### src/rtl/nibble_frame_display_pkg.sv
// Shared constants and types for the nibble frame display stage and its glyph decoder.
package nibble_frame_display_pkg;

  localparam int NBITS_NIB = 4;

  typedef enum logic [0:0] {
    DISP_EMPTY = 1'b0,
    DISP_SHOW  = 1'b1
  } disp_state_e;

  localparam logic [6:0] SEG_DASH = 7'h40;

  // Entry n is the g..a segment pattern for hex digit n.
  localparam logic [15:0][6:0] HEX_GLYPHS = {
    7'h71, 7'h79, 7'h5E, 7'h39, 7'h7C, 7'h77, 7'h6F, 7'h7F,
    7'h07, 7'h7D, 7'h6D, 7'h66, 7'h4F, 7'h5B, 7'h06, 7'h3F
  };

  function automatic logic nib_parity(input logic [3:0] nib);
    return ^nib;
  endfunction

endpackage

### src/rtl/nibble_frame_display_if.sv
// Bundle of upstream register strobes/contents and the display-side results.
interface nibble_frame_display_if;
  logic       src_clear_n;
  logic       load_en;
  logic       shift_en;
  logic [3:0] nibble_in;
  logic [7:0] seg;
  logic       frame_valid;
  logic [2:0] frame_cnt;
  logic [1:0] bit_cnt;

  modport master (
    output src_clear_n, load_en, shift_en, nibble_in,
    input  seg, frame_valid, frame_cnt, bit_cnt
  );

  modport slave (
    input  src_clear_n, load_en, shift_en, nibble_in,
    output seg, frame_valid, frame_cnt, bit_cnt
  );
endinterface

### src/rtl/nibble_frame_display_hex7seg_decode.sv
// Combinational 4-bit to 7-segment (g..a) hex glyph lookup.
module hex7seg_decode
  import nibble_frame_display_pkg::*;
(
  input  logic [3:0] nib_i,
  output logic [6:0] glyph_o
);

  // Table lookup of the glyph for the incoming digit
  always_comb begin
    glyph_o = HEX_GLYPHS[nib_i];
  end

endmodule

### src/rtl/nibble_frame_display.sv
// Counts upstream shifts/loads, captures each completed nibble and shows it on a 7-segment display.
// Optional build macro SEG_DP_PARITY_EN drives the decimal point with the held nibble's parity.
module nibble_frame_display #(
  parameter int SHIFTS_PER_FRAME = 4,
  parameter int NBITS_NIB        = nibble_frame_display_pkg::NBITS_NIB
) (
  input logic                   clk_2,
  input logic                   reset,
  nibble_frame_display_if.slave bus
);
  import nibble_frame_display_pkg::*;

  localparam logic [1:0] LAST_SHIFT = 2'(SHIFTS_PER_FRAME - 1);

  logic [1:0]           bit_cnt_q;
  logic [1:0]           bit_cnt_d;
  logic                 pending_q;
  logic                 pending_d;
  logic [NBITS_NIB-1:0] held_q;
  logic                 frame_valid_q;
  logic [2:0]           frame_cnt_q;
  disp_state_e          state_q;
  logic [6:0]           glyph_s;
  logic [7:0]           seg_s;

  // Event stage: clear beats load, load beats shift
  always_comb begin
    bit_cnt_d = bit_cnt_q;
    pending_d = 1'b0;
    if (!bus.src_clear_n) begin
      bit_cnt_d = 2'd0;
      pending_d = 1'b0;
    end else if (bus.load_en) begin
      bit_cnt_d = 2'd0;
      pending_d = 1'b1;
    end else if (bus.shift_en) begin
      if (bit_cnt_q == LAST_SHIFT) begin
        bit_cnt_d = 2'd0;
        pending_d = 1'b1;
      end else begin
        bit_cnt_d = bit_cnt_q + 2'd1;
        pending_d = 1'b0;
      end
    end else begin
      bit_cnt_d = bit_cnt_q;
      pending_d = 1'b0;
    end
  end

  // Event stage registers
  always_ff @(posedge clk_2 or posedge reset) begin
    if (reset) begin
      bit_cnt_q <= 2'd0;
      pending_q <= 1'b0;
    end else begin
      bit_cnt_q <= bit_cnt_d;
      pending_q <= pending_d;
    end
  end

  // Capture stage and display FSM; a clear in the pending cycle still captures the pre-clear contents
  always_ff @(posedge clk_2 or posedge reset) begin
    if (reset) begin
      held_q        <= '0;
      frame_valid_q <= 1'b0;
      frame_cnt_q   <= 3'd0;
      state_q       <= DISP_EMPTY;
    end else begin
      frame_valid_q <= pending_q;
      if (pending_q) begin
        held_q      <= bus.nibble_in;
        frame_cnt_q <= frame_cnt_q + 3'd1;
        case (state_q)
          DISP_EMPTY: state_q <= DISP_SHOW;
          DISP_SHOW:  state_q <= DISP_SHOW;
          default:    state_q <= DISP_SHOW;
        endcase
      end
    end
  end

  hex7seg_decode u_hex7seg_decode (
    .nib_i   (held_q),
    .glyph_o (glyph_s)
  );

  // Segment output: dash until the first capture, then the held glyph
  always_comb begin
    seg_s = {1'b0, SEG_DASH};
    if (state_q == DISP_SHOW) begin
      seg_s[6:0] = glyph_s;
`ifdef SEG_DP_PARITY_EN
      seg_s[7]   = nib_parity(held_q);
`else
      seg_s[7]   = 1'b0;
`endif
    end else begin
      seg_s = {1'b0, SEG_DASH};
    end
  end

  assign bus.seg         = seg_s;
  assign bus.frame_valid = frame_valid_q;
  assign bus.frame_cnt   = frame_cnt_q;
  assign bus.bit_cnt     = bit_cnt_q;

endmodule

### src/flat_wrapper.sv
// flat-port wrapper written by rule: the top's interface ports become plain ports
module nibble_frame_display_flat import nibble_frame_display_pkg::*;
#(
  parameter int SHIFTS_PER_FRAME = 4,
  parameter int NBITS_NIB        = nibble_frame_display_pkg::NBITS_NIB
)
  (clk_2, reset, bus_src_clear_n, bus_load_en, bus_shift_en, bus_nibble_in, bus_seg, bus_frame_valid, bus_frame_cnt, bus_bit_cnt);
  nibble_frame_display_if bus_i ();
  input logic clk_2;
  input logic reset;
  input wire logic [$bits(bus_i.src_clear_n)-1:0] bus_src_clear_n;
  input wire logic [$bits(bus_i.load_en)-1:0] bus_load_en;
  input wire logic [$bits(bus_i.shift_en)-1:0] bus_shift_en;
  input wire logic [$bits(bus_i.nibble_in)-1:0] bus_nibble_in;
  output wire logic [$bits(bus_i.seg)-1:0] bus_seg;
  output wire logic [$bits(bus_i.frame_valid)-1:0] bus_frame_valid;
  output wire logic [$bits(bus_i.frame_cnt)-1:0] bus_frame_cnt;
  output wire logic [$bits(bus_i.bit_cnt)-1:0] bus_bit_cnt;
  assign bus_i.src_clear_n = bus_src_clear_n;
  assign bus_i.load_en = bus_load_en;
  assign bus_i.shift_en = bus_shift_en;
  assign bus_i.nibble_in = bus_nibble_in;
  assign bus_seg = bus_i.seg;
  assign bus_frame_valid = bus_i.frame_valid;
  assign bus_frame_cnt = bus_i.frame_cnt;
  assign bus_bit_cnt = bus_i.bit_cnt;
  nibble_frame_display #(.SHIFTS_PER_FRAME(SHIFTS_PER_FRAME), .NBITS_NIB(NBITS_NIB)) u_core (.clk_2(clk_2), .reset(reset), .bus(bus_i));
endmodule
### config.mk
export PLATFORM = sky130hd
export DESIGN_NAME = nibble_frame_display_flat
export DESIGN_NICKNAME = d
export VERILOG_FILES = /design/src/rtl/nibble_frame_display_pkg.sv /design/src/rtl/nibble_frame_display_if.sv /design/src/rtl/nibble_frame_display_hex7seg_decode.sv /design/src/rtl/nibble_frame_display.sv /design/src/flat_wrapper.sv
export SDC_FILE = /design/constraint.sdc
export NUM_CORES = 1
export LEC_CHECK = 0
export ABC_CLOCK_PERIOD_IN_PS = 5000
export CAP_MARGIN = 20
export CORE_MARGIN = 2
export CORE_UTILIZATION = 35
export DETAILED_ROUTE_END_ITERATION = 8
export PLACE_DENSITY = 0.75
export SLEW_MARGIN = 20
export SYNTH_ARGS = -nofsm -noshare
export SYNTH_HDL_FRONTEND = slang
export SYNTH_SLANG_ARGS = --single-unit
### constraint.sdc
create_clock -name clk_2 -period 5 [get_ports clk_2]
set_input_delay 1 -clock clk_2 [delete_from_list [all_inputs] [get_ports clk_2]]
set_output_delay 1 -clock clk_2 [all_outputs]
set_load 0.01 [all_outputs]
== Yosys cells after proc, flatten, opt, wreduce, memory -nomap -nowiden ==
Memories as Yosys holds them, arrays and structs flattened.
Cells that the tools add are included.
Word-level totals
  register bits: 12
  bits in latches: 0
  RAM bits: 0
  ROM bits: 112
  input bits: 9
  output and inout port bits: 14
  logic and storage cells: 22
  memories: 1
Memories
  (name not given): depth 16, bits a word 7, read ports 1, clocked after Yosys merged registers in 0, write ports 0, line nibble_frame_display_hex7seg_decode.sv:11  | glyph_o = HEX_GLYPHS[nib_i];
Operators by class
  add/sub/neg operators: 2
  multipliers: 0
  divide/modulo/power cells: 0
  $lt $le $gt $ge: 1
  equal/unequal tests: 2
  shifts and indexed selects: 0
  muxes and demuxes: 10
  bitwise operators: 0
  reduce and logical (&&, ||, !) cells: 0
Operator list (count)
  7-bit 2-to-1 mux: 2
  2-bit 2-to-1 mux: 4
  4-bit by 5-bit less-than comparator with 1-bit output (second input constant): 1
  1-bit 2-to-1 mux: 4
  3-bit by 1-bit adder with 3-bit output (second input constant): 1
  3-bit by 1-bit inequality test with 1-bit output (second input constant): 1
  2-bit by 1-bit adder with 2-bit output (second input constant): 1
  2-bit == test (second input constant): 1

== Logic depth before layout (Yosys ltp) ==
  depth in word-level cells: 5
  depth in mapped cells: 5
  gate-level depth less buffers: 5

== Hierarchy ==
A second synthesis with hierarchy kept.
Second synthesis, totals
  cell total of the unflattened synthesis: 75
  area, all modules: 810.8 sq um
Modules (own cells, without submodules)
  nibble_frame_display: instances 1, cells an instance 42, area an instance 528.0 sq um, seq. area each 300.3 sq um
  hex7seg_decode: instances 1, cells an instance 33, area an instance 282.8 sq um, seq. area each 0.0 sq um

== Worst setup path after synthesis ==
Ideal clock, no wire load.
  path type: reg2out
  start point: reg u_core.held_q[1]
  end point: out bus_seg[3]
  arrival time: 1424 ps
  data required time: 4000 ps
  setup slack: 2576 ps
  cell stages (with the launch flop): 6
  buffers on the path: 0
  cell sequence: dfrtp_1 -> inv_1 -> ha_1 -> inv_1 -> mux4_2 -> nor2_1
On the way
  longest elaborated chain between the ends: 3
RTL lines
  from (decl): line nibble_frame_display.sv:19  | logic [NBITS_NIB-1:0] held_q;
  from (signal assigned): line nibble_frame_display.sv:71  | held_q <= bus.nibble_in;
  memory 16 x 7 bit
  7-bit 2-to-1 mux (implied by the code): line nibble_frame_display_hex7seg_decode.sv:11
  7-bit 2-to-1 mux: line nibble_frame_display.sv:90  | if (state_q == DISP_SHOW) begin
  to (decl): line flat_wrapper.sv:15  | output wire logic [$bits(bus_i.seg)-1:0] bus_seg;
No other way between the ends. The select of a mux whose other input is x is not followed.

== Worst setup path after layout ==
Same ends and word-level chain as after synthesis.

==> qor.csv <==
metric,value,unit
status,completed,
switching_share,31.54,%
cts.root.buffer_cell,clkbuf_4,
avgViaCountPerCell,4.793,
regArea,300.3,µm²
synth.cell_area,730.7,µm²
worstReg2RegStart,u_core.bus.frame_cnt[0],
clock-sinks,12,
portBuffers,21,
grt_max_degree,13,
finalWeightedCongestion,0.8360,
final_min_period_over_clock_period,64.91,%
crit_path_end_kind,primary output,
peakVddDrop,0.2463,mV
total_switching_power,105.0,µW
yosysSeqAreaShare,41.10,%
setup-tns-final,0,ns
ios,23,
post_cts.resized_instances,0,
drc,0,
dr.first_iter.drc_count,7,
htree_num_levels,1,
postSynthCellCount,73,
yosys.cell_types.count,27,
min_period,3.246,ns
clockBufferDepth,2,
synthesis.nets,91,
detailed_route_wl,1.281,mm
hold_path_depth,1,
filler_cells,199,
via_count,580,
synth_flop_cell,dfrtp_1,
place.detailed.hpwl,1.018,mm
path_class,reg -> out,
setup.worst_path.start_class,flip-flop,
slew_violations,0,
fin_worst_skew,0.003383,ns
clk_transition_reported_paths,0.06,ns
grt_use_total,11.23,%
setup_viol,0,
pwr_density,339.5,nW/µm²
fp.dieH,49.69,µm
wire_per_inst,10.59,µm
cp_max_fo,7,
grt_antenna_before_repair,0,
finish.net_count,114,
timing_hold_violations_final,0,
die-width,49.69,µm
yosys_register_bits,12,
p_int,228.0,µW
hold_worst_path_end,u_core.bus.frame_cnt[2],
layout-drive-gt1-share,10.64,%
crit-reg2reg-capture,u_core.bus.frame_cnt[1],
mostFrequentLayoutCells,"clkdlybuf4s50_1 (21), dfrtp_1 (12), ha_1 (9), nand2_1 (7), inv_1 (6)",
hold_path_startpoint,u_core.bus.frame_cnt[2],
clkLatencyLatePin,0.26,ns
route.antenna.remaining_nets,0,
first_pass_grt_wire_length,2.180,mm
worst_r2r_path_depth,2,
power.combinational.fraction,42.3,%
core.rowCount,16,
initial_core_util,37.24,%
grt-ovfl-total,0,
holdBufCountCts,0,
antenna-diode-count,0,
worst_ep_required_time,4.00,ns
reg2reg_setup_slack,3.93,ns
tritoncts,done,
mostFrequentLayoutCell,clkdlybuf4s50_1,
maxCapViolations,0,
die-area,2469,µm²
detailed_router_iteration_count_before_antenna_repair,4,
rsz0062_at_grt,no,
achievable-frequency,0.3081,GHz
worst_hold_path_type,reg -> reg,
arrival,2.25,ns
power.leakage,0.4424,nW
synth_area_per_cell,10.01,µm²
multi_input_area,387.9,µm²
tritoncts_buffer_count,3,
synthesis.yosys.warnings,0,
share_clk_of_total_power,16.5,%
first_global_vias,543,
post_cts.repair.setup_buffers,0,
area.growth.synth_to_final,34.25,%
synth-edff-count,0,
total_power,333.0,µW
seq_power_share,41.1,%
async_flop_share,100.0,%
design.core.area,1962,µm²
-- per-layer routing --
| layer | GRT usage, % | routed length [µm] |
|---|---|---|
| met5 | 0 | 0 |
| met4 | 4.167 | 0 |
| met3 | 2.121 | 59 |
| met2 | 19.11 | 601 |
| met1 | 14.06 | 620 |
-- power by group through the flow --
stage | Combinational [mW] | Sequential (mW) | Clock, mW
6_report | 0.141 | 0.137 | 0.0551
5_1_grt | 0.155 | 0.141 | 0.0617
3_5_place_dp | 0.143 | 0.138 | 0
3_3_place_gp | 0.139 | 0.138 | 0
4_1_cts | 0.143 | 0.137 | 0.0583
2_1_floorplan | 0.0701 | 0.138 | 0
-- state kept, by name, indices dropped and copies added, names as in the netlist --
name / count
u_core.bus.frame_cnt: 3
u_core.held_q: 4
u_core.bus.frame_valid: 1
u_core.bus.bit_cnt: 2
u_core.pending_q: 1
u_core.state_q: 1
-- Yosys cell counts (2+ instances only) --
master | count | area [µm²]
mux2_2 | 3 | 33.78
ha_1 | 9 | 112.6
dfrtp_1 | 12 | 300.3
inv_1 | 6 | 22.52
or2_2 | 2 | 12.51
o21ai_0 | 5 | 25.02
nand2_1 | 7 | 26.28
a21oi_1 | 4 | 20.02
mux2i_1 | 2 | 20.02
o22ai_1 | 2 | 12.51
nor2_1 | 4 | 15.01
xnor2_1 | 2 | 17.52
-- cell type report --
class / instances / area share, %
inverter: 7 / 2.679
multi-input combinational: 51 / 39.54
clock buffer: 3 / 2.296
tap: 27 / 3.444
timing repair buffer: 21 / 21.43
sequential: 12 / 30.61
-- logic make-up after synthesis --
logic type                 count (synthesis)  synth area share [%]
other                                      1                0.5132
buffers and inverters                     10                 5.820
muxes                                      6                 10.44
adders and majority gates                  9                 15.41
xor gates and xnor gates                   3                 3.597
and+or+nand+nor                           17                 10.79
DFF                                       12                 41.10
AOI/OAI and AO/OA                         15                 12.33
-- worst max-delay path by stage --
| stage | from | end | slack (ns) | cells past startpoint |
|---|---|---|---|---|
| after global routing | u_core.held_q[1] | bus_seg[3] | 1.62 | 6 |
| after detailed placement | u_core.held_q[1] | bus_seg[3] | 2.05 | 6 |
| after global placement | u_core.held_q[1] | bus_seg[3] | 2.09 | 6 |
| after floorplan | u_core.held_q[1] | bus_seg[3] | 2.58 | 5 |
| final | u_core.held_q[1] | bus_seg[3] | 1.75 | 6 |
| after CTS | u_core.held_q[1] | bus_seg[3] | 1.75 | 6 |
-- metrics by stage --
stage	worst slack, ns	utilization (%)	cells	hold WS, ns	instance area [µm²]
3_3_place_gp	2.085	48.85	118	0.4712	958.4
5_1_grt	1.623	50.00	121	0.5136	980.9
2_1_floorplan	2.576	-	73	0.3802	730.7
4_1_cts	1.749	50.00	121	0.4900	980.9
3_5_place_dp	2.048	48.85	118	0.4739	958.4
6_report	1.754	50.00	121	0.4880	980.9
-- worst max-delay path, stage by stage, from the launching register on --
cell	delay (ns)
dfrtp_1	0.45
inv_1	0.13
ha_1	0.30
inv_1	0.05
mux4_2	0.44
nor2_1	0.09
clkdlybuf4s50_1	0.53
Power figures use the tool's default switching activity.
